--- src/rtl/uart_rx_buffered.sv ---
// UART receiver (8N1, or 8E1 when UART_RX_PARITY_EN is defined)
// feeding a small FIFO with a valid/ready read port.
module uart_rx_buffered #(
    parameter int CLOCK_FREQ = 50_000_000,
    parameter int BAUD_RATE  = 115_200,
    parameter int FIFO_DEPTH = 4
) (
    input  logic       clk,
    input  logic       rst_n,
    input  logic       serial_in,
    output logic [7:0] data_out,
    output logic       data_out_valid,
    input  logic       data_out_ready,
    output logic       overflow,
    output logic       frame_error,
    output logic       parity_error
);

    localparam int BIT_TIME    = CLOCK_FREQ / BAUD_RATE;
    localparam int SAMPLE_TIME = BIT_TIME / 2;
    localparam int CW          = $clog2(BIT_TIME + 1);
    localparam int AW          = $clog2(FIFO_DEPTH);

    localparam logic [CW-1:0] SAMPLE_LAST = CW'(SAMPLE_TIME - 1);
    localparam logic [CW-1:0] BIT_LAST    = CW'(BIT_TIME - 1);
    localparam logic [AW:0]   FULL_COUNT  = (AW + 1)'(FIFO_DEPTH);

    localparam logic [2:0] S_IDLE      = 3'd0;
    localparam logic [2:0] S_START     = 3'd1;
    localparam logic [2:0] S_DATA      = 3'd2;
    localparam logic [2:0] S_PARITY    = 3'd3;
    localparam logic [2:0] S_STOP      = 3'd4;
    localparam logic [2:0] S_WAIT_IDLE = 3'd5;

`ifdef UART_RX_PARITY_EN
    localparam logic [2:0] S_AFTER_DATA = S_PARITY;
`else
    localparam logic [2:0] S_AFTER_DATA = S_STOP;
`endif

    logic          sync1;
    logic          sync2;
    logic          rx;
    logic [2:0]    state;
    logic [CW-1:0] cnt;
    logic [2:0]    bit_idx;
    logic [7:0]    shreg;
    logic          par_bad;

    logic [7:0]    mem [FIFO_DEPTH];
    logic [AW-1:0] wr_ptr;
    logic [AW-1:0] rd_ptr;
    logic [AW:0]   count;

    logic          full;
    logic          do_pop;
    logic          stop_hit;
    logic          push_req;
    logic          wr_en;

    assign rx       = sync2;
    assign full     = (count == FULL_COUNT);
    assign do_pop   = data_out_valid && data_out_ready;
    assign stop_hit = (state == S_STOP) && (cnt == BIT_LAST);
    assign push_req = stop_hit && rx && !par_bad;
    assign wr_en    = push_req && (!full || do_pop);

    assign data_out_valid = (count != '0);
    assign data_out       = mem[rd_ptr];

    // Two-flop synchronizer; idles high so reset looks like an idle line.
    always_ff @(posedge clk or negedge rst_n) begin
        if (!rst_n) begin
            sync1 <= 1'b1;
            sync2 <= 1'b1;
        end else begin
            sync1 <= serial_in;
            sync2 <= sync1;
        end
    end

    // Frame FSM: mid-bit sampling driven by a per-bit cycle counter.
    always_ff @(posedge clk or negedge rst_n) begin
        if (!rst_n) begin
            state   <= S_IDLE;
            cnt     <= '0;
            bit_idx <= '0;
            shreg   <= '0;
        end else begin
            unique case (state)
                S_IDLE: begin
                    cnt     <= '0;
                    bit_idx <= '0;
                    if (!rx) state <= S_START;
                end
                S_START: begin
                    if (cnt == SAMPLE_LAST) begin
                        cnt   <= '0;
                        state <= rx ? S_IDLE : S_DATA;
                    end else begin
                        cnt <= cnt + CW'(1);
                    end
                end
                S_DATA: begin
                    if (cnt == BIT_LAST) begin
                        cnt     <= '0;
                        shreg   <= {rx, shreg[7:1]};
                        bit_idx <= bit_idx + 3'd1;
                        if (bit_idx == 3'd7) state <= S_AFTER_DATA;
                    end else begin
                        cnt <= cnt + CW'(1);
                    end
                end
                S_PARITY, S_STOP: begin
                    if (cnt == BIT_LAST) begin
                        cnt <= '0;
                        if (state == S_PARITY) state <= S_STOP;
                        else state <= rx ? S_IDLE : S_WAIT_IDLE;
                    end else begin
                        cnt <= cnt + CW'(1);
                    end
                end
                S_WAIT_IDLE: begin
                    if (rx) state <= S_IDLE;
                end
                default: state <= S_IDLE;
            endcase
        end
    end

`ifdef UART_RX_PARITY_EN
    // Parity verdict is held until the stop bit so a frame error can win.
    always_ff @(posedge clk or negedge rst_n) begin
        if (!rst_n) begin
            par_bad <= 1'b0;
        end else if (state == S_IDLE) begin
            par_bad <= 1'b0;
        end else if (state == S_PARITY && cnt == BIT_LAST) begin
            par_bad <= (^shreg) ^ rx;
        end
    end

    // Parity error pulses only when the stop bit itself was good.
    always_ff @(posedge clk or negedge rst_n) begin
        if (!rst_n) parity_error <= 1'b0;
        else        parity_error <= stop_hit && rx && par_bad;
    end
`else
    assign par_bad      = 1'b0;
    assign parity_error = 1'b0;
`endif

    // Frame and overflow pulses, one cycle each, at most one per frame.
    always_ff @(posedge clk or negedge rst_n) begin
        if (!rst_n) begin
            frame_error <= 1'b0;
            overflow    <= 1'b0;
        end else begin
            frame_error <= stop_hit && !rx;
            overflow    <= push_req && full && !do_pop;
        end
    end

    // Receive FIFO; a pop on a full FIFO frees the slot for a same-cycle push.
    always_ff @(posedge clk or negedge rst_n) begin
        if (!rst_n) begin
            for (int i = 0; i < FIFO_DEPTH; i++) mem[i] <= '0;
            wr_ptr <= '0;
            rd_ptr <= '0;
            count  <= '0;
        end else begin
            if (wr_en) begin
                mem[wr_ptr] <= shreg;
                wr_ptr      <= wr_ptr + AW'(1);
            end
            if (do_pop) rd_ptr <= rd_ptr + AW'(1);
            unique case ({wr_en, do_pop})
                2'b10:   count <= count + (AW + 1)'(1);
                2'b01:   count <= count - (AW + 1)'(1);
                default: count <= count;
            endcase
        end
    end

endmodule

--- config.mk ---
export PLATFORM = sky130hd
export DESIGN_NAME = uart_rx_buffered
export DESIGN_NICKNAME = d
export VERILOG_FILES = /design/src/rtl/uart_rx_buffered.sv
export SDC_FILE = /design/constraint.sdc
export NUM_CORES = 1
export LEC_CHECK = 0
export ABC_AREA = 1
export CORE_AREA = 2 2 81 102
export CTS_CLUSTER_DIAMETER = 30
export DETAILED_ROUTE_END_ITERATION = 7
export DIE_AREA = 0 0 83 104
export GPL_TIMING_DRIVEN = 0
export MAX_ROUTING_LAYER = met4
export PLACE_DENSITY = 0.59
export SLEW_MARGIN = 20
export SYNTH_ARGS = -nofsm -noshare
export SYNTH_HDL_FRONTEND = slang
export SYNTH_SLANG_ARGS = --single-unit
--- constraint.sdc ---
create_clock -name clk -period 3.1 [get_ports clk]
set_input_delay 0.62 -clock clk [delete_from_list [all_inputs] [get_ports clk]]
set_output_delay 0.62 -clock clk [all_outputs]
set_load 0.005 [all_outputs]
Word-level counts from Yosys, hierarchy flattened
Index checks and enable logic that the tools add are counted.
{ "totals": {"input_bits": 4, "reg_bits": 66, "ram_bits": 0, "rom_bits": 0, "out_inout_bits": 12, "n_memories": 0, "latchBits": 0} }
{ "classes": {"eq_ne": 17, "addsub": 6, "mul": 0, "reduce_logical": 22, "magnitude_cmp": 3, "shift": 0, "muxes": 22, "div_mod_pow": 0, "bitwise_logic": 2} }
{ "ops": {"columns": ["op", "count"], "rows": [
  ["32-bit bitwise mux", 1],
  ["3-bit 2-to-1 mux", 9],
  ["9-bit case mux with 3 select lines", 1],
  ["8-bit 2-to-1 mux", 3],
  ["9-bit 2-to-1 mux", 2],
  ["8-bit binary-select mux with 2-bit select", 1],
  ["8-bit demux with 2-bit select", 1],
  ["3-bit case mux with 5 select lines", 1],
  ["3-bit == test (second input constant)", 4],
  ["2-bit inequality test (second input constant)", 6],
  ["3-bit case mux with 2 select lines", 2],
  ["9-bit by 1-bit adder with 9-bit output (second input constant)", 1],
  ["9-bit by 8-bit == test with 1-bit output (second input constant)", 1],
  ["9-bit == test (second input constant)", 1],
  ["1-bit logical AND", 8],
  ["3-bit by 1-bit adder with 3-bit output (second input constant)", 2],
  ["3-bit by 2-bit == test with 1-bit output (second input constant)", 2],
  ["3-bit greater-or-equal comparator (second input constant)", 2],
  ["2-bit NOT with 3-bit output", 2],
  ["6-bit AND reduction", 1],
  ["3-bit nonzero test", 2],
  ["2-bit by 1-bit adder with 2-bit output (second input constant)", 2],
  ["2-bit AND reduction", 2],
  ["2-bit nonzero test", 2],
  ["other kinds (11)", 13]
]} }

Depth between registers and ports, before layout
Gate-level depths: netlist of the first run.
{ "logic_depth": {"depth_word": 6, "depth_mapped": 13, "ltp_nobuf": 13} }

Worst setup path after synthesis of the first run
Ideal clock, no wire load.
{ "synth_timing": {"path_type": "input to register", "startpoint": "input port data_out_ready", "endpoint": "register count[2]", "slack_ns": 0.980, "path_buffers": 1, "stages": 10, "t_arrival_ns": 1.989, "cell_sequence": "inv_1 > nand3_1 > buf_2 > nand2_1 > ha_1 > inv_1 > fa_1 > a21oi_1 > o21ai_0 > xor2_1"} }
{ "synth_between": {"elab_chain_len": 5, "elab_cells_between_ends": 7, "cone_classes": "2 x eq/ne; 1 x mux; 4 x reduce/logical"} }
{ "synth_lines": {"columns": ["element", "line_no", "text"], "rows": [
  ["start: declaration", "13", "input logic data_out_ready,"],
  ["1-bit logical AND (*)", "63", "assign do_pop = data_out_valid && data_out_ready;"],
  ["1-bit logical OR", "66", "assign wr_en = push_req && (!full || do_pop);"],
  ["1-bit logical AND", "66", null],
  ["2-bit by 1-bit == test with 1-bit output or 2-bit == test (tied branches)", "177", "unique case ({wr_en, do_pop})"],
  ["3-bit case mux with 2 select lines or 2-bit nonzero test (tied branches)", null, null],
  ["end signal: assignment", "178", "2'b10: count <= count + (AW + 1)'(1);"],
  ["end signal: assignment", "179", "2'b01: count <= count - (AW + 1)'(1);"],
  ["end signal: assignment", "180", "default: count <= count;"],
  ["end: declaration", "53", "logic [AW:0] count;"]
]} }
Mark *: on every way between the ends. The rest lies on a longest branch, timed or not.
A chain may end at the register's enable or synchronous reset.

Final worst setup path of the first run
{ "layout_timing": {"startpoint": "register rd_ptr[0]", "endpoint": "output port data_out[1]"} }
{ "layout_between": {"elab_chain_len": 4} }
{ "layout_lines": {"columns": ["element", "line_no", "text"], "rows": [
  ["start: declaration", "52", "logic [AW-1:0] rd_ptr;"],
  ["start signal: assignment", "176", "if (do_pop) rd_ptr <= rd_ptr + AW'(1);"],
  ["2-bit NOT with 3-bit output (implied by the code)", "69", "assign data_out = mem[rd_ptr];"],
  ["8-bit binary-select mux with 2-bit select", "69", null],
  ["8-bit 2-to-1 mux (implied by the code) (2 in series)", "69", null],
  ["end: declaration", "11", "output logic [7:0] data_out,"]
]} }
No other way between the ends. The select of a mux whose other input is x is not followed.

==> results of run 1 <==
-- synthesized netlist by cell type (all sizes together) --
cell | count | area (sq um)
fa | 1 | 20.0
o22ai | 8 | 50.1
nor2 | 40 | 194
clkbuf | 9 | 33.8
buf | 7 | 62.6
conb | 1 | 3.75
xnor2 | 1 | 8.76
inv | 30 | 113
ha | 10 | 125
nand4 | 41 | 257
nand3 | 19 | 95.1
a21oi | 2 | 10.0
xor2 | 4 | 35.0
dfrtp | 64 | 1600
dfstp | 2 | 52.6
nor3 | 1 | 5.00
nand2 | 143 | 547
o211ai | 1 | 7.51
o21ai | 28 | 151
-- layer usage --
layer | global-route usage (%) | routed length (microns) | vias up
met5 | - | 0 | -
met4 | 6.32 | 98 | 0
met3 | 3.57 | 195 | 6
met2 | 32.2 | 3660 | 37
met1 | 22.7 | 3330 | 1308
li1 | - | - | 1415
-- final timing paths --
kind / from / end / slack, ps / cells after the start
max in group asynchronous: rst_n / mem[6]$_DFFE_PN0P_ / 2360 / 2
worst min-delay path: rst_n / cnt[8]$_DFFE_PN0P_ / 210 / 1
worst max-delay path: rd_ptr[0]$_DFFE_PN0P_ / data_out[1] / 300 / 5
worst min register to register: sync1$_DFF_PN1_ / rx$_DFF_PN1_ / 360 / 0
worst max register to register: cnt[1]$_DFFE_PN0P_ / count[1]$_DFFE_PN0P_ / 790 / 11
min in group clk: sync1$_DFF_PN1_ / rx$_DFF_PN1_ / 360 / 0
-- worst reg2reg max path: stages, from the launching register on --
cell	delay (ps)
dfrtp_1	410
inv_1	100
ha_1	150
nand2_1	60
nor2_1	180
nand2_4	130
nor2_8	200
nand2_1	130
ha_1	200
inv_1	90
fa_1	420
o21ai_0	160
-- state kept, by name, indices dropped and copies added, names as in the netlist --
| signal | flops |
|---|---|
| cnt | 9 |
| bit_idx | 3 |
| state | 3 |
| frame_error | 1 |
| count | 3 |
| rd_ptr | 2 |
| wr_ptr | 2 |
| shreg | 8 |
| overflow | 1 |
| rx | 1 |
| sync1 | 1 |
| mem | 32 |
-- cell type report --
type                       count  area share (%)
tap                           95            3.03
clock inverter                 6            3.51
clock buffer                  10            3.51
multi-input combinational    300            38.5
sequential                    66            42.2
inverter                      30            2.87
timing repair buffer          15            4.02
buffer                        15            2.36
-- where the power goes --
part	total, W	switching (W)	internal [W]	leakage [nW]
logic	0.000568	0.000305	0.000263	1.00
clock network	0.000991	0.000351	0.000640	0.137
registers	0.000930	0.0000316	0.000898	0.889
total	0.00249	0.000688	0.00180	2.03
-- metrics by stage --
step,power (W),cell area [sq um],instances,hold WS (ps)
after CTS,0.00252,3920,538,213
after floorplan,0.00126,3370,412,324
final,0.00249,3920,537,208
after detailed placement,0.00153,3650,522,349
after global routing,0.00263,3920,537,236
after global placement,0.00152,3630,521,347
-- logic make-up after synthesis --
kind of cell,Yosys count,synth area share (%)
other,1,0.111
adders and majority gates,11,4.30
xor gates and xnor gates,5,1.30
DFF,66,49.1
AOI/OAI and AO/OA,39,6.49
and+or+nand+nor,244,32.5
buffers and inverters,46,6.20
-- cell usage in the layout (no fill, tap or decap) --
master           count
bufinv_16            4
buf_2                2
nand2_1            141
nand2_4              1
buf_4                2
o22ai_1              8
inv_1               27
xor2_1               4
nor2_8               1
buf_12               1
a21oi_1              2
clkdlybuf4s50_1     13
dfrtp_1             64
nand4_1             41
dfstp_2              2
buf_6                4
nor2_1              34
inv_2                3
xnor2_1              1
nand3_1             19
clkbuf_8            10
nor2_4               3
clkinv_4             2
o21ai_0             25
nor3_1               1
ha_1                10
clkbuf_1             8
fa_1                 1
nand2_2              1
o21ai_2              3
o211ai_1             1
conb_1               1
nor2_2               2
==> results.md, run 1 <==
* Number of diodes at 0
* DR pass1 iterations at 4
* Worst setup timing slack at the placement stage at approximately 320 ps
* Vias per cell at ~5.2
* Final routed DRC violation total at 0
* Count of yosys warnings during synthesis at 0
* Max clock buf depth at 2
* Number of setup buffers added after CTS at 0
* Mapped Avg Cell Area at 8.18 sq um
* Maximum resistive drop on vdd at 0.298 mV
* Clock root cell: clkbuf_8
* Number of hold buffers added after CTS at 0
* X dimension of the die at 83 microns
* Via count of the first global-routing pass at 2,737
* Post-layout util at between 50% and 60%
* Placer's final routability congestion estimate at 0.862
* Final ANT Viol Nets at 0
* Peak Freq at 0.357 GHz
* Register Area at 0.00165 sq mm
* Final Hold Viols at 0
* Number of fill cells in the layout at 724
* Kind of launch point of the worst setup path: flop
* Number of DRC markers in iteration 0 at about 160
* Sequential element share of the synthesized area at about 50%
* Number of buffer and inverter instances along the worst setup path at 3
* Effective utilization at floorplan at 43.8%
* Global-route wire length before repair at 12,800 microns
* Instance count of the mapped netlist at 412
* H-tree level count at 3
* Result of the run: completed
* Standard-cell row count at 36
* Net count of the mapped netlist at 427
* GR Util All Layers at 19.0%
* Final worst slack at 302 ps
* Core area at 0.00770 sq mm
* Cell at the slowest stage of the critical path: clkdlybuf4s50_1
* Endpoint type of the worst setup path: primary output
* Full die area at 0.00863 sq mm
* Type of the worst setup path: flop to primary output
* Initial antenna violation count at 0
* Count of max-cap constraint violations at 0
* # IOs at 16
* RSZ-0062 raised after global routing: false
* Setup skew after layout at 6.56 ps
* Chip height at 104 microns
* Total area of multi-input combinational cells at 0.00151 sq mm
* Cells traversed along the worst timing path: clkbuf_1 > clkbuf_1 > nor2_1 > o22ai_1 > clkdlybuf4s50_1
* Number of clock buffers inserted by TritonCTS at 9
* Setup_tns at 0 ps
* Type of the tightest min-delay check: primary input to async pin
* Number of gates resized after CTS at 0
* Data arrival time of the critical path at 2180 ps
* Maximum fanout along the worst path at 10
* Netlist area before placement at approximately 0.0034 sq mm
* Post-synthesis to final-layout area growth at 16.3%
* Maximum number of pins on one net before global-route repair at 36
* Final period util at 90.3%
* Endpoints failing setup at 0
* Number of sinks handled by clock tree synthesis at 66
* Largest delay share family, worst path: buffers and inverters
* Total vias in the final route at 2,766
* Share of cells above drive strength 1 at a little under a tenth
* Final routed wire length divided by cell count at 13.6 microns
* Clock-pin slew on the worst setup and hold paths at 70 ps
* Pwr/cell area at roughly 640 mW/mm^2
* Delay of the slowest cell on the worst path at 530 ps
* Post-layout net count at 452
* Dpl hpwl at 5460 microns
* TritonCTS clock tree: yes
* Number of buffers inserted by port buffering at 14
* Number of distinct library cell variants in the gate-level netlist after synthesis at 28
* Post-layout min period at 2800 ps
* Insertion delay of the later-clocked pin in the worst-skew pair at 350 ps
* Remaining Overflow, GRT at 0
* Required time reported for the critical path endpoint at 2480 ps
* Lkg Pwr at 2.03 nW
* Most frequent cell on the critical path: clkbuf_1
* Final wirelength at around 7300 microns
* Max-slew violation count at 0
* Number of synthesized register bits at 66
No activity file was read; power rests on OpenSTA's default activity.
==> run 2: changes to the inputs <==
DONT_BUFFER_PORTS = 1   (was default)
PLACE_DENSITY = 0.57   (was 0.59)
==> results.md, run 2 (same netlist as run 1, synthesis figures left out) <==
* # IOs at 16 (unchanged)
* Post-layout min period at 2440 ps (-354 ps)
* Register Area at 0.00165 sq mm (unchanged)
* Required time reported for the critical path endpoint at 2480 ps (about the same)
* Number of sinks handled by clock tree synthesis at 66 (unchanged)
* Data arrival time of the critical path at 1820 ps (-360 ps)
* H-tree level count at 3 (unchanged)
* Number of clock buffers inserted by TritonCTS at 9 (unchanged)
* Number of setup buffers added after CTS at 0 (unchanged)
* Chip height at 104 microns (unchanged)
* Post-synthesis to final-layout area growth at 11.1%
* Final Hold Viols at 0 (unchanged)
* Initial antenna violation count at 0 (unchanged)
* RSZ-0062 raised after global routing: false
* Most frequent cells in the layout: nand2_1, dfrtp_1, nand4_1, nor2_1, inv_1
* Most frequent standard cell in the layout excluding fill and tap cells: nand2_1
* Setup_tns at 0 ps (unchanged)
* Number of flip-flops under the largest register name at 32 (unchanged)
* Dpl hpwl at 5400 microns (-1.0%)
* Full die area at 0.00863 sq mm (unchanged)
* Placer's final routability congestion estimate at 0.852 (-1.1%)
* Filler-free cell count of the finished design at 524 (-2.4%)
* Remaining Overflow, GRT at 0 (unchanged)
* Max clock buf depth at 2 (unchanged)
* Final routed DRC violation total at 0 (unchanged)
* X dimension of the die at 83 microns (unchanged)
* Worst setup timing slack at the placement stage at 783 ps (+461 ps)
* Reg-to-reg startpoint: cnt[1]$_DFFE_PN0P_
* Lkg Pwr at 1.95 nW (-3.8%)
* Effective utilization at floorplan at 43.8% (unchanged)
* TritonCTS clock tree: yes
* Post-layout net count at 439 (-2.9%)
* Kind of launch point of the worst setup path: flop
* Clock-pin slew on the worst setup and hold paths at 80 ps (about the same)
* Type of the worst setup path: flop to primary output
* Depth of the worst register-to-register path at 11 (unchanged)
* Maximum resistive drop on vdd at 0.228 mV (-23%)
* Final wirelength at 7490 microns (+2.8%)
* Final ANT Viol Nets at 0 (unchanged)
* Number of diodes at 0 (unchanged)
* Number of DRC markers in iteration 0 at 145 (-10%)
* DR pass1 iterations at 5 (+1)
* Clock root cell: clkbuf_8
* Maximum number of pins on one net before global-route repair at 65 (+81%)
* Final worst slack at 656 ps (+354 ps)
* GR Util All Layers at 19.0% (+0.063 points)
* Peak Freq at 0.409 GHz (+14%)
* Setup skew after layout at 9.82 ps (+3.26 ps)
* Post-Place Cells at 507 (-2.9%)
* Number of gates resized after CTS at 0 (unchanged)
* Endpoints failing setup at 0 (unchanged)
* Final routed wire length divided by cell count at 14.3 microns (+5.4%)
* Total area of multi-input combinational cells at 0.00151 sq mm (unchanged)
* Type of the tightest min-delay check: primary input to async pin
* Standard-cell row count at 36 (unchanged)
* Count of max-cap constraint violations at 0 (unchanged)
* Final Hold Slack at 112 ps (-95.8 ps)
* Total vias in the final route at 2,723 (-1.6%)
* Reg2Reg Capture Point: count[1]$_DFFE_PN0P_
* Number of buffers inserted by port buffering at 0 (-14)
* Insertion delay of the later-clocked pin in the worst-skew pair at 340 ps (about the same)
* Top register by number of flip-flops: mem
* Top flop regs: mem (32), cnt (9), shreg (8)
* Final period util at 78.8% (-11 points)
* Reg2Reg Setup Slack at 780 ps (about the same)
* Via count of the first global-routing pass at 2,730 (-0.26%)
* Pwr/cell area at 585 mW/mm^2 (-7.8%)
* Core area at 0.00770 sq mm (unchanged)
* Share of cells above drive strength 1 at 9.32% (+0.048 points)
* Global-route wire length before repair at 13,000 microns (+1.3%)
* Number of fill cells in the layout at 774 (+6.9%)
* Maximum fanout along the worst path at 10 (unchanged)
* Max-slew violation count at 0 (unchanged)
* Endpoint type of the worst setup path: primary output
* Post-layout util at 48.6% (-2.3 points)
* Result of the run: completed
* Vias per cell at 5.20 (+0.89%)
run 2: cell count changes in the layout (fill, tap and decap cells not counted):
cell             delta
buf_16              +1
clkbuf_1            +1
clkinv_4            -2
clkinv_2            +1
bufinv_16           -2
inv_6               +1
clkinvlp_4          +2
buf_12              -1
buf_4               -1
clkdlybuf4s50_1    -13
run 2: worst max-delay path, cell delays in order, from the launching register on:
cell,delay [ps]
dfrtp_1,360
clkbuf_1,200
inv_1,230
clkbuf_1,370
o21ai_0,130
o22ai_1,190
run 2: routing by layer:
| layer | routed length (microns) | GRT usage, % | share of wire, % |
|---|---|---|---|
| met3 | 191 | 3.89 | 2.6 |
| met5 | 0 | - | 0 |
| met1 | 3400 | 22.9 | 45 |
| met2 | 3830 | 31.9 | 51 |
| met4 | 64 | 6.56 | 0.85 |
run 2: through the flow:
stage / cell area, sq um / power (W)
global placement: 3490 / 0.00136
detailed placement: 3490 / 0.00137
floorplan: 3370 / 0.00126
global route: 3740 / 0.00231
finish: 3740 / 0.00219
CTS: 3740 / 0.00221
run 2: cell type report:
type / instances / share of cell area, %
sequential: 66 / 44.2
multi-input combinational: 300 / 40.3
clock buffer: 10 / 3.68
tap: 95 / 3.17
inverter: 30 / 3.01
buffer: 16 / 2.57
clock inverter: 6 / 2.37
timing repair buffer: 1 / 0.735
run 2: how the worst max path moves through the flow:
stage | startpoint | endpoint | cells past startpoint
floorplan | data_out_ready | count[2]$_DFFE_PN0P_ | 10
global placement | cnt[1]$_DFFE_PN0P_ | count[1]$_DFFE_PN0P_ | 11
detailed placement | cnt[1]$_DFFE_PN0P_ | count[1]$_DFFE_PN0P_ | 11
CTS | rd_ptr[0]$_DFFE_PN0P_ | data_out[6] | 5
global route | rd_ptr[0]$_DFFE_PN0P_ | data_out[6] | 5
finish | rd_ptr[0]$_DFFE_PN0P_ | data_out[6] | 5
run 2: power breakdown:
part / leakage (nW) / switching (W) / internal [W]
clock: 0.109 / 0.000345 / 0.000476
combinational: 0.952 / 0.000298 / 0.000143
sequential: 0.889 / 0.0000319 / 0.000898
total: 1.95 / 0.000675 / 0.00152
run 2: repair_timing:
item	4_1_cts	5_1_grt
hold buffers	1	0
setup endpoints to repair	0	0
hold endpoints to repair	64	0
